==> config.mk <==
export PLATFORM = sky130hd
export DESIGN_NAME = lii_stream_adapter_flat
export DESIGN_NICKNAME = d
export VERILOG_FILES = /design/src/rtl/lii_stream_adapter_if.sv /design/src/rtl/lii_stream_adapter.sv /design/src/flat_wrapper.sv
export SDC_FILE = /design/constraint.sdc
export NUM_CORES = 1
export LEC_CHECK = 0
export ABC_AREA = 1
export ABC_CLOCK_PERIOD_IN_PS = 3070
export BUFFER_PORTS_ARGS = -buffer_cell sky130_fd_sc_hd__buf_2
export CAP_MARGIN = 20
export CORE_UTILIZATION = 49
export DETAILED_ROUTE_END_ITERATION = 12
export GPL_TIMING_DRIVEN = 0
export PLACE_DENSITY = 0.75
export SYNTH_ARGS = -nofsm -noshare
export SYNTH_HDL_FRONTEND = slang
export SYNTH_SLANG_ARGS = --single-unit
==> constraint.sdc <==
create_clock -name aclk -period 3.07 [get_ports aclk]
set_input_delay 0.1535 -clock aclk [delete_from_list [all_inputs] [get_ports aclk]]
set_output_delay 0.1535 -clock aclk [all_outputs]
set_load 0.03 [all_outputs]
==> src/rtl/lii_stream_adapter_if.sv <==
// Handshake bundle between an LII phy channel pair and an HLS kernel AXI-Stream pair.
// The slave modport is the adapter's view; master is the environment (phy + kernel) side.
interface lii_stream_adapter_if #(
  parameter int unsigned PW = 64,
  parameter int unsigned IW = 48,
  parameter int unsigned OW = 8
);
  logic [PW-1:0] lii_in_p0_tdata;
  logic          lii_in_p0_tvalid;
  logic          lii_in_p0_tready;
  logic [7:0]    lii_in_p0_src;
  logic [7:0]    lii_in_p0_dst;

  logic [PW-1:0] lii_out_p0_tdata;
  logic          lii_out_p0_tvalid;
  logic          lii_out_p0_tready;
  logic [7:0]    lii_out_p0_src;
  logic [7:0]    lii_out_p0_dst;

  logic [IW-1:0] in_stream_tdata;
  logic          in_stream_tvalid;
  logic          in_stream_tready;

  logic [OW-1:0] out_stream_tdata;
  logic          out_stream_tvalid;
  logic          out_stream_tready;

  modport slave (
    input  lii_in_p0_tdata, lii_in_p0_tvalid, lii_in_p0_src, lii_in_p0_dst,
    output lii_in_p0_tready,
    output lii_out_p0_tdata, lii_out_p0_tvalid, lii_out_p0_src, lii_out_p0_dst,
    input  lii_out_p0_tready,
    output in_stream_tdata, in_stream_tvalid,
    input  in_stream_tready,
    input  out_stream_tdata, out_stream_tvalid,
    output out_stream_tready
  );

  modport master (
    output lii_in_p0_tdata, lii_in_p0_tvalid, lii_in_p0_src, lii_in_p0_dst,
    input  lii_in_p0_tready,
    input  lii_out_p0_tdata, lii_out_p0_tvalid, lii_out_p0_src, lii_out_p0_dst,
    output lii_out_p0_tready,
    input  in_stream_tdata, in_stream_tvalid,
    output in_stream_tready,
    output out_stream_tdata, out_stream_tvalid,
    input  out_stream_tready
  );
endinterface

==> src/rtl/lii_stream_adapter.sv <==
// LII phy <-> HLS kernel stream adapter: inbound dst filter + deserialiser,
// outbound packer with src/dst stamping and idle-timeout flush of partial words.
module lii_stream_adapter #(
  parameter int unsigned PW           = 64,
  parameter int unsigned IW           = 48,
  parameter int unsigned OW           = 8,
  parameter logic [7:0]  NODE_ID      = 8'h00,
  parameter logic [7:0]  DEST_ID      = 8'h01,
  parameter int unsigned FLUSH_CYCLES = 16
) (
  input  logic                  aclk,
  input  logic                  arst,
  lii_stream_adapter_if.slave   bus,
  output logic                  ce,
  output logic [15:0]           drop_cnt
);

  localparam int unsigned IN_BEATS = (IW + PW - 1) / PW;
  localparam int unsigned PACK     = PW / OW;
  localparam int unsigned BcW      = (IN_BEATS > 1) ? $clog2(IN_BEATS) : 1;
  localparam int unsigned PkW      = (PACK > 1) ? $clog2(PACK) : 1;
  localparam int unsigned GW       = IN_BEATS * PW;

  // ---------------------------------------------------------------- input path
  logic [GW-1:0]  gather_q, gather_d;
  logic [BcW-1:0] beat_cnt_q, beat_cnt_d;
  logic [IW-1:0]  hold_q, hold_d;
  logic           hold_valid_q, hold_valid_d;
  logic [15:0]    drop_cnt_q, drop_cnt_d;
  logic           in_ready, in_accept, in_match;

  assign in_ready  = !hold_valid_q | bus.in_stream_tready;
  assign in_accept = bus.lii_in_p0_tvalid & in_ready;
  assign in_match  = (bus.lii_in_p0_dst == NODE_ID);

  always_comb begin
    gather_d     = gather_q;
    beat_cnt_d   = beat_cnt_q;
    hold_d       = hold_q;
    hold_valid_d = hold_valid_q;
    drop_cnt_d   = drop_cnt_q;
    if (hold_valid_q && bus.in_stream_tready) begin
      hold_valid_d = 1'b0;
    end
    if (in_accept) begin
      if (!in_match) begin
        if (drop_cnt_q != 16'hFFFF) begin
          drop_cnt_d = drop_cnt_q + 16'd1;
        end
      end else begin
        gather_d[int'(beat_cnt_q) * PW +: PW] = bus.lii_in_p0_tdata;
        if (beat_cnt_q == BcW'(IN_BEATS - 1)) begin
          // Bits of the last beat above IW are dropped by this truncation.
          hold_d       = gather_d[IW-1:0];
          hold_valid_d = 1'b1;
          beat_cnt_d   = '0;
        end else begin
          beat_cnt_d = beat_cnt_q + 1'b1;
        end
      end
    end
  end

  always_ff @(posedge aclk) begin
    if (arst) begin
      gather_q     <= '0;
      beat_cnt_q   <= '0;
      hold_q       <= '0;
      hold_valid_q <= 1'b0;
      drop_cnt_q   <= '0;
    end else begin
      gather_q     <= gather_d;
      beat_cnt_q   <= beat_cnt_d;
      hold_q       <= hold_d;
      hold_valid_q <= hold_valid_d;
      drop_cnt_q   <= drop_cnt_d;
    end
  end

  assign bus.lii_in_p0_tready = in_ready;
  assign bus.in_stream_tdata  = hold_q;
  assign bus.in_stream_tvalid = hold_valid_q;
  assign drop_cnt             = drop_cnt_q;

  // --------------------------------------------------------------- output path
  typedef enum logic [0:0] {StPacking, StFull} pk_state_e;

  pk_state_e      state_q;
  logic [PkW-1:0] pk_cnt_q;
  logic [31:0]    idle_cnt_q;
  logic [PW-1:0]  pack_buf_q, out_data_q, pack_merge;
  logic           out_valid_q, out_ready, kernel_hs, flush_hit, idle_run;

  assign out_ready = !(out_valid_q & !bus.lii_out_p0_tready);
  assign kernel_hs = bus.out_stream_tvalid & out_ready;
  assign idle_run  = (FLUSH_CYCLES != 0) && (state_q == StPacking) && (pk_cnt_q != '0);
  assign flush_hit = idle_run && (idle_cnt_q == FLUSH_CYCLES - 1);

  always_comb begin
    pack_merge = pack_buf_q;
    pack_merge[int'(pk_cnt_q) * OW +: OW] = bus.out_stream_tdata;
  end

  // pack_buf_q is cleared on every emission so unfilled slots of a flushed word read as zero.
  always_ff @(posedge aclk) begin
    if (arst) begin
      state_q     <= StPacking;
      pk_cnt_q    <= '0;
      idle_cnt_q  <= '0;
      pack_buf_q  <= '0;
      out_data_q  <= '0;
      out_valid_q <= 1'b0;
    end else begin
      if (state_q == StFull && bus.lii_out_p0_tready) begin
        out_valid_q <= 1'b0;
        state_q     <= StPacking;
      end
      // A handshake in the send cycle lands in slot 0 and overrides the FULL->PACKING move
      // only when it completes a word (PACK == 1).
      if (kernel_hs) begin
        idle_cnt_q <= '0;
        if (pk_cnt_q == PkW'(PACK - 1)) begin
          out_data_q  <= pack_merge;
          out_valid_q <= 1'b1;
          state_q     <= StFull;
          pack_buf_q  <= '0;
          pk_cnt_q    <= '0;
        end else begin
          pack_buf_q <= pack_merge;
          pk_cnt_q   <= pk_cnt_q + 1'b1;
        end
      end else if (flush_hit) begin
        out_data_q  <= pack_buf_q;
        out_valid_q <= 1'b1;
        state_q     <= StFull;
        pack_buf_q  <= '0;
        pk_cnt_q    <= '0;
        idle_cnt_q  <= '0;
      end else if (idle_run) begin
        idle_cnt_q <= idle_cnt_q + 32'd1;
      end
    end
  end

  assign bus.lii_out_p0_tdata  = out_data_q;
  assign bus.lii_out_p0_tvalid = out_valid_q;
  assign bus.lii_out_p0_src    = NODE_ID;
  assign bus.lii_out_p0_dst    = DEST_ID;
  assign bus.out_stream_tready = out_ready;
  assign ce                    = out_ready;

endmodule
==> src/flat_wrapper.sv <==
// flat-port wrapper written by rule: the top's interface ports become plain ports
module lii_stream_adapter_flat 
#(
  parameter int unsigned PW           = 64,
  parameter int unsigned IW           = 48,
  parameter int unsigned OW           = 8,
  parameter logic [7:0]  NODE_ID      = 8'h00,
  parameter logic [7:0]  DEST_ID      = 8'h01,
  parameter int unsigned FLUSH_CYCLES = 16
)
  (aclk, arst, ce, drop_cnt, bus_lii_in_p0_tdata, bus_lii_in_p0_tvalid, bus_lii_in_p0_src, bus_lii_in_p0_dst, bus_lii_in_p0_tready, bus_lii_out_p0_tdata, bus_lii_out_p0_tvalid, bus_lii_out_p0_src, bus_lii_out_p0_dst, bus_lii_out_p0_tready, bus_in_stream_tdata, bus_in_stream_tvalid, bus_in_stream_tready, bus_out_stream_tdata, bus_out_stream_tvalid, bus_out_stream_tready);
  lii_stream_adapter_if #(.PW(PW), .IW(IW), .OW(OW)) bus_i ();
  input  logic aclk;
  input  logic arst;
  output logic ce;
  output logic [15:0] drop_cnt;
  input wire logic [$bits(bus_i.lii_in_p0_tdata)-1:0] bus_lii_in_p0_tdata;
  input wire logic [$bits(bus_i.lii_in_p0_tvalid)-1:0] bus_lii_in_p0_tvalid;
  input wire logic [$bits(bus_i.lii_in_p0_src)-1:0] bus_lii_in_p0_src;
  input wire logic [$bits(bus_i.lii_in_p0_dst)-1:0] bus_lii_in_p0_dst;
  output wire logic [$bits(bus_i.lii_in_p0_tready)-1:0] bus_lii_in_p0_tready;
  output wire logic [$bits(bus_i.lii_out_p0_tdata)-1:0] bus_lii_out_p0_tdata;
  output wire logic [$bits(bus_i.lii_out_p0_tvalid)-1:0] bus_lii_out_p0_tvalid;
  output wire logic [$bits(bus_i.lii_out_p0_src)-1:0] bus_lii_out_p0_src;
  output wire logic [$bits(bus_i.lii_out_p0_dst)-1:0] bus_lii_out_p0_dst;
  input wire logic [$bits(bus_i.lii_out_p0_tready)-1:0] bus_lii_out_p0_tready;
  output wire logic [$bits(bus_i.in_stream_tdata)-1:0] bus_in_stream_tdata;
  output wire logic [$bits(bus_i.in_stream_tvalid)-1:0] bus_in_stream_tvalid;
  input wire logic [$bits(bus_i.in_stream_tready)-1:0] bus_in_stream_tready;
  input wire logic [$bits(bus_i.out_stream_tdata)-1:0] bus_out_stream_tdata;
  input wire logic [$bits(bus_i.out_stream_tvalid)-1:0] bus_out_stream_tvalid;
  output wire logic [$bits(bus_i.out_stream_tready)-1:0] bus_out_stream_tready;
  assign bus_i.lii_in_p0_tdata = bus_lii_in_p0_tdata;
  assign bus_i.lii_in_p0_tvalid = bus_lii_in_p0_tvalid;
  assign bus_i.lii_in_p0_src = bus_lii_in_p0_src;
  assign bus_i.lii_in_p0_dst = bus_lii_in_p0_dst;
  assign bus_lii_in_p0_tready = bus_i.lii_in_p0_tready;
  assign bus_lii_out_p0_tdata = bus_i.lii_out_p0_tdata;
  assign bus_lii_out_p0_tvalid = bus_i.lii_out_p0_tvalid;
  assign bus_lii_out_p0_src = bus_i.lii_out_p0_src;
  assign bus_lii_out_p0_dst = bus_i.lii_out_p0_dst;
  assign bus_i.lii_out_p0_tready = bus_lii_out_p0_tready;
  assign bus_in_stream_tdata = bus_i.in_stream_tdata;
  assign bus_in_stream_tvalid = bus_i.in_stream_tvalid;
  assign bus_i.in_stream_tready = bus_in_stream_tready;
  assign bus_i.out_stream_tdata = bus_out_stream_tdata;
  assign bus_i.out_stream_tvalid = bus_out_stream_tvalid;
  assign bus_out_stream_tready = bus_i.out_stream_tready;
  lii_stream_adapter #(.PW(PW), .IW(IW), .OW(OW), .NODE_ID(NODE_ID), .DEST_ID(DEST_ID), .FLUSH_CYCLES(FLUSH_CYCLES)) u_core (.aclk(aclk), .arst(arst), .bus(bus_i), .ce(ce), .drop_cnt(drop_cnt));
endmodule
# Word level (Yosys, flattened, before mapping)

Cells that the tools add are included.

Input port bits: 94
Logic and storage cells: 71
Flip-flop bits (word level): 295
Output and inout port bits: 149

$add $sub $neg: 6
Bitwise operators: 7
Shifts and indexed selects: 4
Reductions and logical operators: 15
Multiplexer cells: 24
Eq/ne operators: 4

Operators with widths:

| operator                 | number |
|---|---|
| $mux 64                  | 6 |
| $bwmux 64                | 2 |
| $shift 64x34->64 const A | 1 |
| $shift 8x34->64 const A  | 1 |
| $shiftx 64x34->64        | 1 |
| $shiftx 8x34->64         | 1 |
| $neg 6->34               | 1 |
| $neg 7->34               | 1 |
| $add 32x1->32 const B    | 1 |
| $eq 32x4->1 const B      | 1 |
| $add 16x1->16 const B    | 1 |
| $ne 16x16->1 const B     | 1 |
| $mux 1                   | 13 |
| $mux 3                   | 3 |
| $logic_not 8->1          | 1 |
| $reduce_and 3->1         | 2 |
| $logic_and 1x1->1        | 4 |
| $reduce_and 2->1         | 2 |
| $add 3x1->3 const B      | 1 |
| $and 1x1->1              | 3 |
| $eq 3x3->1 const B       | 1 |
| $logic_not 1->1          | 3 |
| $not 1->1                | 3 |
| $reduce_bool 3->1        | 1 |
| 5 further kinds          | 5 |

# Depth between registers and ports, before layout

Depth after elaboration: 6
Mapped depth: 16
Mapped depth without buffers: 13

# Least setup slack after synthesis

OpenSTA, ideal clock, no wires.

Path kind: flip-flop to flip-flop
From: register u_core.pk_cnt_q[0]
To: register u_core.out_data_q[5] (netlist: u_core.bus.lii_out_p0_tdata[5])
Library setup time: 0.113 ns
Arrival time: 2.238 ns
Clock period less this slack: 2.350 ns
Stages on the path, launching flop included: 17
Data required time: 2.957 ns
Path buffers: 3
Path slack: 0.720 ns
Cell sequence: dfxtp_1 buf_4 inv_2 buf_2 ha_1 ha_1 inv_2 nand2_1 nor2_1 nand2_1 buf_4 nand2_1 o21ai_1 nand2_1 nand2_1 nor2_1 nor2_1

Cells in the longest elaborated chain, start to end: 5
Elaborated cells on any way between the ends: 13
Those cells by class: 1 x add/sub; 2 x eq/ne; 2 x shift; 3 x mux; 5 x reduce/logical

Ends and longest elaborated chain:

| what                                            | RTL line                                            | text |
|---|---|---|
| start: declaration                              | lii_stream_adapter.sv:89                            | `logic [PkW-1:0] pk_cnt_q;` |
| start signal: assignment                        | lii_stream_adapter.sv:130                           | `pk_cnt_q <= pk_cnt_q + 1'b1;` |
| $neg 6->34 or $reduce_bool 3->1 (tied branches) | lii_stream_adapter.sv:101, lii_stream_adapter.sv:96 |  |
| $shiftx 8x34->64, or another cell as far along  | lii_stream_adapter.sv:101                           | `pack_merge[int'(pk_cnt_q) * OW +: OW] = bus.out_stream_tdata;` |
| $bwmux 64 or $logic_and 1x1->1 (tied branches)  | lii_stream_adapter.sv:101, lii_stream_adapter.sv:97 |  |
| $mux 64 or $reduce_bool 2->1 (tied branches)    | n/a                                                 |  |
| $mux 64 or $reduce_and 2->1 (tied branches)     | n/a                                                 |  |
| end signal: assignment                          | lii_stream_adapter.sv:123                           | `out_data_q <= pack_merge;` |
| end signal: assignment                          | lii_stream_adapter.sv:133                           | `out_data_q <= pack_buf_q;` |
| end: declaration                                | lii_stream_adapter.sv:91                            | `logic [PW-1:0] pack_buf_q, out_data_q, pack_merge;` |

Several ways; a longest one is shown, not always the timed one. The select of a mux whose other input is x is not followed.
A chain may end at the register's enable or synchronous reset.

# Worst setup path in the final report

From: register u_core.pk_cnt_q[0]
To: register u_core.out_data_q[19] (netlist: u_core.bus.lii_out_p0_tdata[19])

Same word-level chain as after synthesis.

==> results.yml <==
outcome:
  status: "complete, no violations"
die:
  rows: 55
  die_area_um2: 23600
  core_um2: 22600
  start_util_pct: 49.9
  die_x_um: 154
  chipHeight_um: 154
  io_pins: 243
placement:
  hpwl_mm: 23.0
  postPlaceCellArea_um2: 12700
  io_buffers: 202
  dp_cells: 2263
  gp_congestion: 0.966
route:
  drc: 0
  wl_per_cell_um: 14.0
  drt_iter0_drc: 868
  viasPerCell: 5.07
  wl_mm: 33.1
  ant_nets: 0
  firstDrtPassIters: 6
  num_vias: 11900
worst_setup_path:
  cp.required_ns: 3.49
  r2r_cells: 15
  cp.arrival_ns: 3.33
  cp_slowest_stage_delay_ns: 0.33
  path_max_fanout: 10
  worstReg2RegStart: "u_core.pk_cnt_q[0]"
  critPathKind: "flop to flop"
  r2r_slack_ns: 0.16
  path_cells: "buf_4 -> inv_2 -> buf_2 -> ha_1 -> ha_1 -> buf_6 -> nor2_8 -> nand3_1 -> nor2_1 -> nand3_1 -> nand2_2 -> buf_2 -> nand3_1 -> nor2_1 -> nor2_1"
  rr_endpoint: "u_core.bus.lii_out_p0_tdata[19]"
  worstSetupEndpointType: "flop"
  start_kind: "flop"
  slowest_stage: "dfxtp_1"
sta:
  fmax_mhz: 344
  max-slew-margin-rel_pct: 45.7
  fin_worst_skew_ns: 0.0177
  hold_viol: 0
  fin_crit_sh_pct: 94.8
  report.final.slew_viol_count: 0
  worst_pin_slew_ns: 0.815
  period_minus_slack_ns: 2.91
  setup_tns_ns: 0
  rsz0062_at_grt: "no"
  setup_violations: 0
synth:
  ys_ff_latch: 230
  synth_area_per_cell_um2: 6.40
  ys_types: 31
  synthTopCellsByArea: "dfxtp_1, nand2_1, nor2_1"
  synthCells: 1762
  yosysTopAreaCell: "dfxtp_1"
  syn_area_um2: 11300
  seq_area_frac_synth_pct: 40.8
  synth_top_area_share_pct: 40.8
  ys_warn_count: 0
pwr:
  intPower_mw: 5.35
  combPwrFrac_pct: 14.1
  p_switching_mw: 2.00
  pwr-share-clk_pct: 43.5
  ir_worst_vdd_mv: 0.375
  power_density_nw_per_um2: 523
  sw_frac_of_total_pct: 27.2
  pwr-share-seq_pct: 42.5
  power_leakage_nw: 6.45
final_layout:
  nets: 2157
  area_delta_synth_final_pct: 24.7
  drive_gt1_share_pct: 15.9
  final_area_um2: 14100
  final_cells: 2354
  diodes: 0
cts:
  root_buffer: "clkbuf_16"
  post-cts-setup-buffers: 0
  cts_tree: "yes"
  cts.htree.levels: 1
  path_clk_slew_ns: 0.06
  ctsLongestPathBuffers: 3
  post_cts_resized: 0
  insertion_delay_ns: 0.53
  cts_num_sinks: 230
  cts_buffers: 25
flow_run:
  maxCapViolations: 0
global_route:
  antenna_found_initial: 0
  grt_first_pass_wirelength_mm: 52.2
  grt_max_degree: 14
  grt-ovfl-total: 0
  grt_usage_pct: 27.1
  grt_pass1_vias: 10800
min_path:
  hold_path.class: "primary input to flop"
  min_to: "u_core.pack_buf_q[5]"
  hp-start: "bus_out_stream_tdata[5]"
  whs_path_depth: 5
power groups by stage:
stage,Sequential [mW],Clock (mW),Combinational [mW]
global placement,3.18,0,0.956
floorplan,3.31,0,0.541
detailed placement,3.19,0,0.964
CTS,3.12,3.25,1.02
global route,3.13,3.35,1.13
finish,3.12,3.19,1.03
placed cells by master (no fill, tap or decap), types with 7 or more instances in the layout:
cell,count
buf_1,7
inv_1,140
buf_2,227
buf_6,9
a21oi_1,38
buf_4,23
inv_2,8
xor2_1,17
ha_1,7
dlygate4sd3_1,51
nor2_1,352
nor3_1,9
clkbuf_16,25
o21ai_1,19
nand3_1,109
nand2_1,537
nand4_1,11
o21ai_0,142
dfxtp_1,230
conb_1,16
clkbuf_1,41
layer usage:
layer / share of wire, % / track usage [%]
met5: 0 / 0
met4: 3.7 / 11.0
met2: 47 / 47.5
met1: 42 / 32.9
met3: 7.1 / 4.37
kinds of logic (layout without fill, tap and decap cells):
| group | count (synthesis) | count (layout) | synth area share, % |
|---|---|---|---|
| AO/OA/AOI/OAI | 199 | 199 | 8.83 |
| XOR/XNOR | 21 | 21 | 1.63 |
| adder cells (fa/ha/maj) | 7 | 7 | 0.777 |
| buffers and inverters | 252 | 545 | 10.0 |
| flip-flops | 230 | 230 | 40.8 |
| other | 2 | 16 | 0.0666 |
| AND/OR/NAND/NOR | 1051 | 1051 | 37.8 |
through the flow:
| step | hold slack, ns | power (mW) | utilization (%) | setup slack [ns] |
|---|---|---|---|---|
| floorplan | 0.318 | 3.86 | - | 0.720 |
| global placement | 0.403 | 4.14 | 56.2 | 0.217 |
| detailed placement | 0.412 | 4.15 | 56.2 | 0.216 |
| CTS | 0.0241 | 7.39 | 62.3 | 0.210 |
| global route | 0.0746 | 7.62 | 62.3 | 0.00296 |
| finish | 0.0546 | 7.35 | 62.3 | 0.160 |
sequential cells by signal (all words and copies together) (netlist names):
| register | flops |
|---|---|
| u_core.pack_buf_q | 64 |
| u_core.bus.lii_out_p0_tdata | 64 |
| u_core.bus.in_stream_tdata | 47 |
| u_core.pk_cnt_q | 3 |
| u_core.bus.in_stream_tvalid | 1 |
| u_core.drop_cnt | 16 |
| u_core.bus.lii_out_p0_tvalid | 1 |
| u_core.gather_q | 1 |
| u_core.state_q | 1 |
| u_core.idle_cnt_q | 32 |
worst max-delay path by stage:
stage               cells past startpoint                               to               start
CTS                                    15   u_core.bus.lii_out_p0_tdata[6]  u_core.pk_cnt_q[0]
floorplan                              16   u_core.bus.lii_out_p0_tdata[5]  u_core.pk_cnt_q[0]
global route                           16            u_core.idle_cnt_q[15]  u_core.pk_cnt_q[0]
global placement                       15   u_core.bus.lii_out_p0_tdata[6]  u_core.pk_cnt_q[0]
finish                                 15  u_core.bus.lii_out_p0_tdata[19]  u_core.pk_cnt_q[0]
detailed placement                     15   u_core.bus.lii_out_p0_tdata[6]  u_core.pk_cnt_q[0]
critical path: cells and delay by family (launching register included):
family                   cells  cell delay, ns
buffers and inverters        5            0.87
AND/OR/NAND/NOR              8            1.13
adder cells (fa/ha/maj)      2            0.45
flip-flops                   1            0.33
cells in the mapped netlist (all sizes together):
cell type,number
nand3b,6
xnor2,4
inv,148
nand4,11
clkinv,3
dfxtp,230
nand3,109
xor2,17
ha,7
nor2,365
buf,64
clkbuf,37
nor3,10
a21oi,38
or3,1
o21ai,161
nand2,543
conb,2
or2,6
timing repair:
item,in CTS,in global routing
hold endpoints to repair,51,0
endpoints found under the setup margin,0,0
hold buffers,51,0
layout make-up:
cell class / instances / area [µm²]
clock inverter: 9 / 183
multi-input combinational: 1294 / 5590
clock buffer: 31 / 668
buffer: 101 / 564
sequential: 230 / 4600
fill: 2086 / 8520
timing repair buffer: 253 / 1520
inverter: 151 / 567
tap: 285 / 357
Power figures use the tool's default switching activity.
